--- config.mk ---
export PLATFORM = sky130hd
export DESIGN_NAME = elastic_pipe
export DESIGN_NICKNAME = d
export VERILOG_FILES = /design/src/rtl/elastic_pipe_pkg.sv /design/src/rtl/elastic_stage.sv /design/src/rtl/elastic_pipe.sv
export SDC_FILE = /design/constraint.sdc
export NUM_CORES = 1
export LEC_CHECK = 0
export ABC_CLOCK_PERIOD_IN_PS = 5180
export CAP_MARGIN = 20
export CORE_ASPECT_RATIO = 2
export CORE_MARGIN = 4
export CORE_UTILIZATION = 24
export DETAILED_ROUTE_END_ITERATION = 10
export GPL_TIMING_DRIVEN = 0
export PLACE_DENSITY = 0.51
export SLEW_MARGIN = 20
export SYNTH_ARGS = -nofsm -noshare
export SYNTH_HDL_FRONTEND = slang
export SYNTH_SLANG_ARGS = --single-unit
--- constraint.sdc ---
create_clock -name clk -period 5.18 [get_ports clk]
set_input_delay 0.518 -clock clk [delete_from_list [all_inputs] [get_ports clk]]
set_output_delay 0.518 -clock clk [all_outputs]
set_load 0.005 [all_outputs]
--- src/rtl/elastic_pipe_pkg.sv ---
`default_nettype none
// ============================================================================
// Module      : elastic_pipe_pkg
// Description : Shared helper for the elastic pipeline. Provides the width
//               calculation for the occupancy counter so that the port width
//               and the internal counter are always derived the same way.
// Revision    : 1.0 - initial release
// ============================================================================
package elastic_pipe_pkg;

    // Bits needed to count 0..depth valid stages inclusive.
    function automatic int occ_width(input int depth);
        return $clog2(depth + 1);
    endfunction

endpackage : elastic_pipe_pkg
`default_nettype wire

--- src/rtl/elastic_stage.sv ---
`default_nettype none
// ============================================================================
// Module      : elastic_stage
// Description : One stage of the elastic pipeline: a WIDTH-bit data register
//               paired with a valid flag.
//                 clk    - system clock
//                 reset  - synchronous active-high reset (valid=0, data=0)
//                 flush  - clears the valid flag, data is left untouched
//                 load   - capture d and mark the stage valid
//                 drain  - the held word moves downstream this cycle
//                 d      - incoming word
//                 valid  - stage holds a live word
//                 q      - stored word
// Revision    : 1.0 - initial release
// ============================================================================
module elastic_stage #(
    parameter int WIDTH = 32
) (
    input  logic             clk,
    input  logic             reset,
    input  logic             flush,
    input  logic             load,
    input  logic             drain,
    input  logic [WIDTH-1:0] d,
    output logic             valid,
    output logic [WIDTH-1:0] q
);

    logic             r_valid;
    logic [WIDTH-1:0] r_data;

    // Valid flag: flush wins over a simultaneous load, so a word moving
    // between stages in the flush cycle is discarded with everything else.
    // A load while draining keeps the stage valid (word replaced in place).
    always_ff @(posedge clk) begin
        if (reset) begin
            r_valid <= 1'b0;
        end else if (flush) begin
            r_valid <= 1'b0;
        end else if (load) begin
            r_valid <= 1'b1;
        end else if (drain) begin
            r_valid <= 1'b0;
        end
    end

    // Data register is a plain enabled reset flop: it changes only on a
    // load event and otherwise holds, even when the stage is invalid.
    always_ff @(posedge clk) begin
        if (reset) begin
            r_data <= '0;
        end else if (load) begin
            r_data <= d;
        end
    end

    assign valid = r_valid;
    assign q     = r_data;

endmodule : elastic_stage
`default_nettype wire

--- src/rtl/elastic_pipe.sv ---
`default_nettype none
// ============================================================================
// Module      : elastic_pipe
// Description : Stallable, flushable register pipeline of DEPTH stages with
//               valid/ready handshakes on both sides. Bubbles collapse while
//               the output is stalled; ready passes through a full pipe.
//                 clk       - system clock
//                 reset     - synchronous active-high reset
//                 flush     - drop every word held in the pipe
//                 in_valid  - upstream presents in_data
//                 in_data   - upstream word
//                 in_ready  - pipe accepts in_data this cycle
//                 out_valid - out_data is valid (registered)
//                 out_data  - word from the last stage (registered)
//                 out_ready - downstream accepts out_data this cycle
//                 occupancy - number of valid stages (registered)
// Revision    : 1.0 - initial release
// ============================================================================
module elastic_pipe
    import elastic_pipe_pkg::*;
#(
    parameter int WIDTH = 32,
    parameter int DEPTH = 3
) (
    input  logic                         clk,
    input  logic                         reset,
    input  logic                         flush,
    input  logic                         in_valid,
    input  logic [WIDTH-1:0]             in_data,
    output logic                         in_ready,
    output logic                         out_valid,
    output logic [WIDTH-1:0]             out_data,
    input  logic                         out_ready,
    output logic [occ_width(DEPTH)-1:0]  occupancy
);

    localparam int OCC_W = occ_width(DEPTH);

    if (DEPTH < 1) begin : g_depth_check
        $error("elastic_pipe: DEPTH must be >= 1");
    end

    logic [DEPTH-1:0] w_stage_valid;
    logic [WIDTH-1:0] w_stage_data [DEPTH];
    logic [WIDTH-1:0] w_stage_d    [DEPTH];
    // w_take[i]: stage i can capture a word this cycle. The extra top bit
    // stands for the downstream consumer so the advance rule is uniform.
    logic [DEPTH:0]   w_take;
    logic [DEPTH-1:0] w_adv;
    logic [DEPTH-1:0] w_load;
    logic             w_accept;
    logic             w_emit;
    logic [OCC_W-1:0] r_occupancy;

    assign w_take[DEPTH] = out_ready;

    // take[i] = !valid[i] | (valid[i] & take[i+1]) reduces to: downstream is
    // ready, or some stage from i to the output is empty. Writing it in the
    // flattened form keeps the chain free of self-referencing vector bits.
    for (genvar gi = 0; gi < DEPTH; gi++) begin : g_stage
        assign w_take[gi] = out_ready | ~(&w_stage_valid[DEPTH-1:gi]);
        assign w_adv[gi]  = w_stage_valid[gi] & w_take[gi+1];

        if (gi == 0) begin : g_head
            assign w_load[gi]    = w_accept;
            assign w_stage_d[gi] = in_data;
        end else begin : g_body
            assign w_load[gi]    = w_take[gi] & w_stage_valid[gi-1];
            assign w_stage_d[gi] = w_stage_data[gi-1];
        end

        elastic_stage #(
            .WIDTH (WIDTH)
        ) u_stage (
            .clk   (clk),
            .reset (reset),
            .flush (flush),
            .load  (w_load[gi]),
            .drain (w_adv[gi]),
            .d     (w_stage_d[gi]),
            .valid (w_stage_valid[gi]),
            .q     (w_stage_data[gi])
        );
    end

    assign in_ready = w_take[0] & ~flush;
    assign w_accept = in_valid & in_ready;
    // An emit in the flush cycle still counts as delivered downstream.
    assign w_emit   = w_stage_valid[DEPTH-1] & out_ready;

    // Occupancy tracks the population of valid flags incrementally.
    always_ff @(posedge clk) begin
        if (reset) begin
            r_occupancy <= '0;
        end else if (flush) begin
            r_occupancy <= '0;
        end else if (w_accept && !w_emit) begin
            r_occupancy <= r_occupancy + OCC_W'(1);
        end else if (!w_accept && w_emit) begin
            r_occupancy <= r_occupancy - OCC_W'(1);
        end
    end

    assign out_valid = w_stage_valid[DEPTH-1];
    assign out_data  = w_stage_data[DEPTH-1];
    assign occupancy = r_occupancy;

endmodule : elastic_pipe
`default_nettype wire
* Yosys cells after proc, flatten, opt, wreduce, memory -nomap -nowiden
Index checks and enable logic that the tools add are counted.
** Word-level totals
- Latch bits :: 0
- Memories :: 0
- Bits of input ports :: 37
- Memory bits (writable) :: 0
- Memory bits (read-only) :: 0
- Register bits :: 101
** Operators by class
- Add/sub/neg operators :: 2
- Shift-type cells :: 0
- Order comparisons :: 0
- Reductions and logical operators :: 11
- Divide/modulo/power cells :: 0
- Equality and inequality tests :: 0
- Mux-type cells :: 8
- Bitwise logic cells :: 12
- Multipliers :: 0
** Operator list (count)
- 2-bit nonzero test :: 4
- 1-bit 2-to-1 mux :: 6
- 1-bit AND :: 5
- 2-bit 2-to-1 mux :: 2
- 1-bit NOT :: 4
- 1-bit OR :: 3
- 3-bit AND reduction :: 1
- 2-bit by 1-bit adder with 2-bit output, second input constant :: 1
- 1-bit logical AND :: 2
- 1-bit zero test :: 2
- 2-bit AND reduction :: 1
- 2-bit OR reduction :: 1
- 2-bit by 1-bit subtractor with 2-bit output, second input constant :: 1

* Logic depth before layout (Yosys ltp)
Gate-level depths: netlist of run 1.
- Depth after elaboration :: 9
- Gate-level depth with buffers :: 8
- Gate-level depth less buffers :: 6

* By module
A second synthesis of run 1 with hierarchy kept.
** Second synthesis, totals
- Cell total of the unflattened synthesis :: 340
- Area total of the unflattened synthesis :: 3756.1 um2
** By module, submodules not included
- elastic_stage :: area each 1207.4 um2, cells each 108, instances 3
- elastic_pipe :: area each 133.9 um2, cells each 16, instances 1

* Worst setup path before layout of run 1
OpenSTA, ideal clock, no wires.
- Path type :: input port to flip-flop
- Start point :: input port out_ready
- End point :: register r_occupancy[1] (netlist: occupancy[1])
- Path buffers :: 2
- Path slack :: 3.009 ns
- Stages :: 7
- Data arrival time :: 2.095 ns
- Cell sequence :: nor2b_1 buf_6 a311oi_4 buf_6 ha_1 or3_1 a21boi_0
** Between the ends
- Cells in the longest elaborated chain, start to end :: 6
- Elaborated cells between the ends (all ways) :: 10
- Those cells by class :: 1 x mux; 4 x bitwise; 5 x reduce/logical
** Ends and longest elaborated chain
- start, declared :: RTL line elastic_pipe.sv:33 : input logic out_ready,
- 1-bit OR * :: RTL line elastic_pipe.sv:61 : assign w_take[gi] = out_ready | ~(&w_stage_valid[DEPTH-1:gi]);
- 1-bit AND * :: RTL line elastic_pipe.sv:86 : assign in_ready = w_take[0] & ~flush;
- 1-bit AND * :: RTL line elastic_pipe.sv:87 : assign w_accept = in_valid & in_ready;
- named net g_stage[0].u_stage.load :: RTL line elastic_stage.sv:22 : input logic load,
- 1-bit zero test :: RTL line elastic_pipe.sv:99 : end else if (!w_accept && w_emit) begin
- 1-bit logical AND :: RTL line elastic_pipe.sv:99
- 2-bit nonzero test (no source line)
- end signal, assigned :: RTL line elastic_pipe.sv:98 : r_occupancy <= r_occupancy + OCC_W'(1);
- end signal, assigned :: RTL line elastic_pipe.sv:100 : r_occupancy <= r_occupancy - OCC_W'(1);
- end, declared :: RTL line elastic_pipe.sv:53 : logic [OCC_W-1:0] r_occupancy;
The timed path passes the listed nets; every way through them passes the cells marked *.
A chain may end at the register's enable or synchronous reset.

* Worst setup path after layout of run 1
- Start point :: input port out_ready
- End point :: output port in_ready
** Between the ends
- Cells in the longest elaborated chain, start to end :: 2
** Ends and longest elaborated chain
- 1-bit OR :: RTL line elastic_pipe.sv:61
- 1-bit AND :: RTL line elastic_pipe.sv:86
- end, declared :: RTL line elastic_pipe.sv:30 : output logic in_ready,
No other way between the ends.

==> results.toml, run 1 <==
[timing]
rsz0062_at_grt = "false"
slew_headroom_pct = 64.7
setup-tns-final_ns = 0
finalSetupViolCount = 0
skew_ns = 0.00742
report.final.slew_viol_count = 0
tightest_slew_ns = 0.529
whs_ns = 0.468
fmax_mhz = 361
finalHoldViolCount = 0
period_needed_ns = 2.77
finalCritPeriodShare_pct = 53.5

[grt]
busiest_layer = "met2"
grt_pass1_wl_um = 16300
grt_overflow = 0
use_met1_pct = 11.5
grt_util_met2_pct = 20.7
met3_usage_pct = 2.80
antenna_found_initial = 0
grt_pass1_vias = 3158
grt_start_max_net_pins = 18
grt.total_usage_pct = 11.1

[cts]
cts_tree = "yes"
clock_latency_ns = 0.34
ctsHtreeMaxLevel = 3
clock_path_buffers = 2
numCtsBuffers = 9
cts_setup_buffers = 0
clock-sinks = 101
post_cts_resized = 0
clk_pin_slew_ns = 0.06
clock_tree.root_cell = "clkbuf_16"
hold_buffers = 0

[critical_path]
required_ns = 4.66
cp_max_fo = 10
r2r_cells = 7
arrival_ns = 2.25
critPathLaunchType = "input pin"
endpoint_kind = "output pin"
critPathKind = "input pin to output pin"

[placement]
dp_hpwl_um = 7940
gp_congestion = 0.723
io_buffers = 71

[die]
die_h_um = 192
rows = 67
dieArea_mm2 = 0.0192
coreArea_mm2 = 0.0167
die_w_um = 100
io-pin-count = 73
start_util_pct = 24.4

[route]
wl_per_cell_um = 14.7
via_per_inst = 4.36
wl_um = 10400
drcViolationCount = 0
drtPass1Iterations = 4
drtAntennaViolNets = 0
vias = 3081
first_iter_violations = 151

[power_and_ir_drop]
irDropWorstVdd_mv = 0.135
switchingPower_uw = 360
p_clk_share_pct = 41.0
combPwrFrac_pct = 7.3
leakagePower_nw = 1.77
p_int_mw = 1.18
switching_share_pct = 23.3
seq_power_share_pct = 51.7
power_density_mw_per_mm2 = 291

[logic_synthesis]
yosys_warnings = 0
synth_area_mm2 = 0.00407
seq_area_frac_synth_pct = 49.7
yosysTopAreaCellShare_pct = 49.7
synth_seq_cells = 101
netlist_instances = 413
yosysTopAreaCell = "dfxtp_1"
synth.area.top_cells = "dfxtp_1 50%, mux2i_1 16%, nand2b_1 15%, a21oi_1 4.1%, o21ai_0 4.1%"
synth_fp_nets = 451
avgSynthCellArea_um2 = 9.84
synth.distinct_cells = 23

[status]
status = "finished, final reports clean"

[layout]
n_antenna_cell = 0
mostFrequentLayoutCells = "101 x dfxtp_1, 96 x nand2b_1, 71 x clkdlybuf4s50_1, 64 x mux2i_1"
nets = 533
syn_to_final_growth_pct = 30.6
layout-drive-gt1-share_pct = 5.00
final_common_cell = "dfxtp_1"

[flow_run]
max_cap_violations = 0

[worst_hold_path]
hold_path_class = "flop to flop"
hold_depth = 2
-- worst paths after layout --
kind                                          startpoint                      end  slack (ns)
worst max-delay path                           out_ready                 in_ready        2.41
worst min-delay path             g_stage[1].u_stage.q[0]  g_stage[2].u_stage.q[0]        0.47
worst max register to register  g_stage[2].u_stage.valid             occupancy[1]        2.89
worst min register to register   g_stage[1].u_stage.q[0]  g_stage[2].u_stage.q[0]        0.47
-- cells in the mapped netlist --
cell and count:
dfxtp_1 101, nand2b_1 96, mux2i_1 64, a21oi_1 33, o21ai_0 33, nand3_1 32, clkbuf_1 24, buf_2 4
buf_6 4, buf_1 3, nor3_1 3, a21boi_0 2, a31oi_1 2, inv_1 2, xor2_1 2, a21boi_2 1
a311oi_4 1, ha_1 1, nand2_1 1, nor2_1 1, nor2b_1 1, or2b_1 1, or3_1 1
-- final cells by class --
cell class              instances  area [µm²]
plain buffers                  35         166
fillers                      1758       11400
clock inverters                 6        46.3
inverters                       2        7.51
flip-flops and latches        101        2020
repair buffers                 71         711
well taps                     207         259
multi-input cells             275        1870
clock buffers                  10         229
-- metal layers --
metal | up-vias | share of wire [%]
met5 | - | 0
met2 | 64 | 56
met1 | 1439 | 38
li1 | 1568 | -
met4 | 0 | 1.7
met3 | 10 | 4.5
-- worst max-delay path: stages --
cell and delay [ns]:
clkdlybuf4s50_1 0.47, nor2b_1 0.17, buf_6 0.17, clkbuf_1 0.30, a31oi_1 0.14, clkdlybuf4s50_1 0.48
-- stage by stage --
step           cell area (µm²)  power, mW  setup slack (ns)  instances  util, %
6_report                  5310       1.54              2.41        707     31.8
5_1_grt                   5310       1.60              2.26        707     31.8
4_1_cts                   5310       1.57              2.37        707     31.8
3_5_place_dp              5030      0.933              2.21        691     30.2
3_3_place_gp              5030      0.931              2.25        691     30.2
2_1_floorplan             4070      0.881              3.01        413        -
-- power by group through the flow --
stage | Clock, mW | Combinational [mW] | Sequential (mW)
2_1_floorplan | 0 | 0.0654 | 0.815
3_3_place_gp | 0 | 0.114 | 0.816
3_5_place_dp | 0 | 0.116 | 0.817
4_1_cts | 0.651 | 0.116 | 0.799
5_1_grt | 0.679 | 0.125 | 0.800
6_report | 0.633 | 0.113 | 0.799
-- sequential cells by signal, summed over array words and instances, names as in the netlist --
name and flops:
g_stage.u_stage.q 96, occupancy 2, g_stage.u_stage.valid 3
-- cells by family after synthesis --
family / share of synthesized area, %
simple gates: 19.8
flops: 49.7
compound gates: 9.73
mux: 15.8
buf+inv: 4.28
xor+xnor: 0.431
fa+ha+maj: 0.308
No activity file was read; power rests on OpenSTA's default activity.
==> run 2: changes to the inputs <==
--- a/config.mk
+++ b/config.mk
@@ -5,7 +5,7 @@
 export SDC_FILE = /design/constraint.sdc
 export NUM_CORES = 1
 export LEC_CHECK = 0
-export ABC_CLOCK_PERIOD_IN_PS = 5180
+export ABC_CLOCK_PERIOD_IN_PS = 2800
 export CAP_MARGIN = 20
 export CORE_ASPECT_RATIO = 2
 export CORE_MARGIN = 4
==> constraint.sdc (replaced) <==
create_clock -name clk -period 2.8 [get_ports clk]
set_input_delay 0.28 -clock clk [delete_from_list [all_inputs] [get_ports clk]]
set_output_delay 0.28 -clock clk [all_outputs]
set_load 0.005 [all_outputs]
==> results of run 2 <==
Same layout as run 1 (identical final DEF). Status: finished, final reports clean.
Main changes from that run: setup slack after placement 2.21 ns -> 0.0707 ns; clock-pin slew on the worst setup and hold paths 0.06 ns -> 0.07 ns; setup slack after layout 2.41 ns -> 0.420 ns; hold slack 0.468 ns -> 0.455 ns; start point of the critical path out_ready -> g_stage[1].u_stage.valid; register-to-register setup slack 2.89 ns -> 0.51 ns; end point of the worst hold path g_stage[2].u_stage.q[0] -> g_stage[0].u_stage.q[16]; total power 1.54 mW -> 2.86 mW; worst IR drop on VDD 0.135 mV -> 0.251 mV
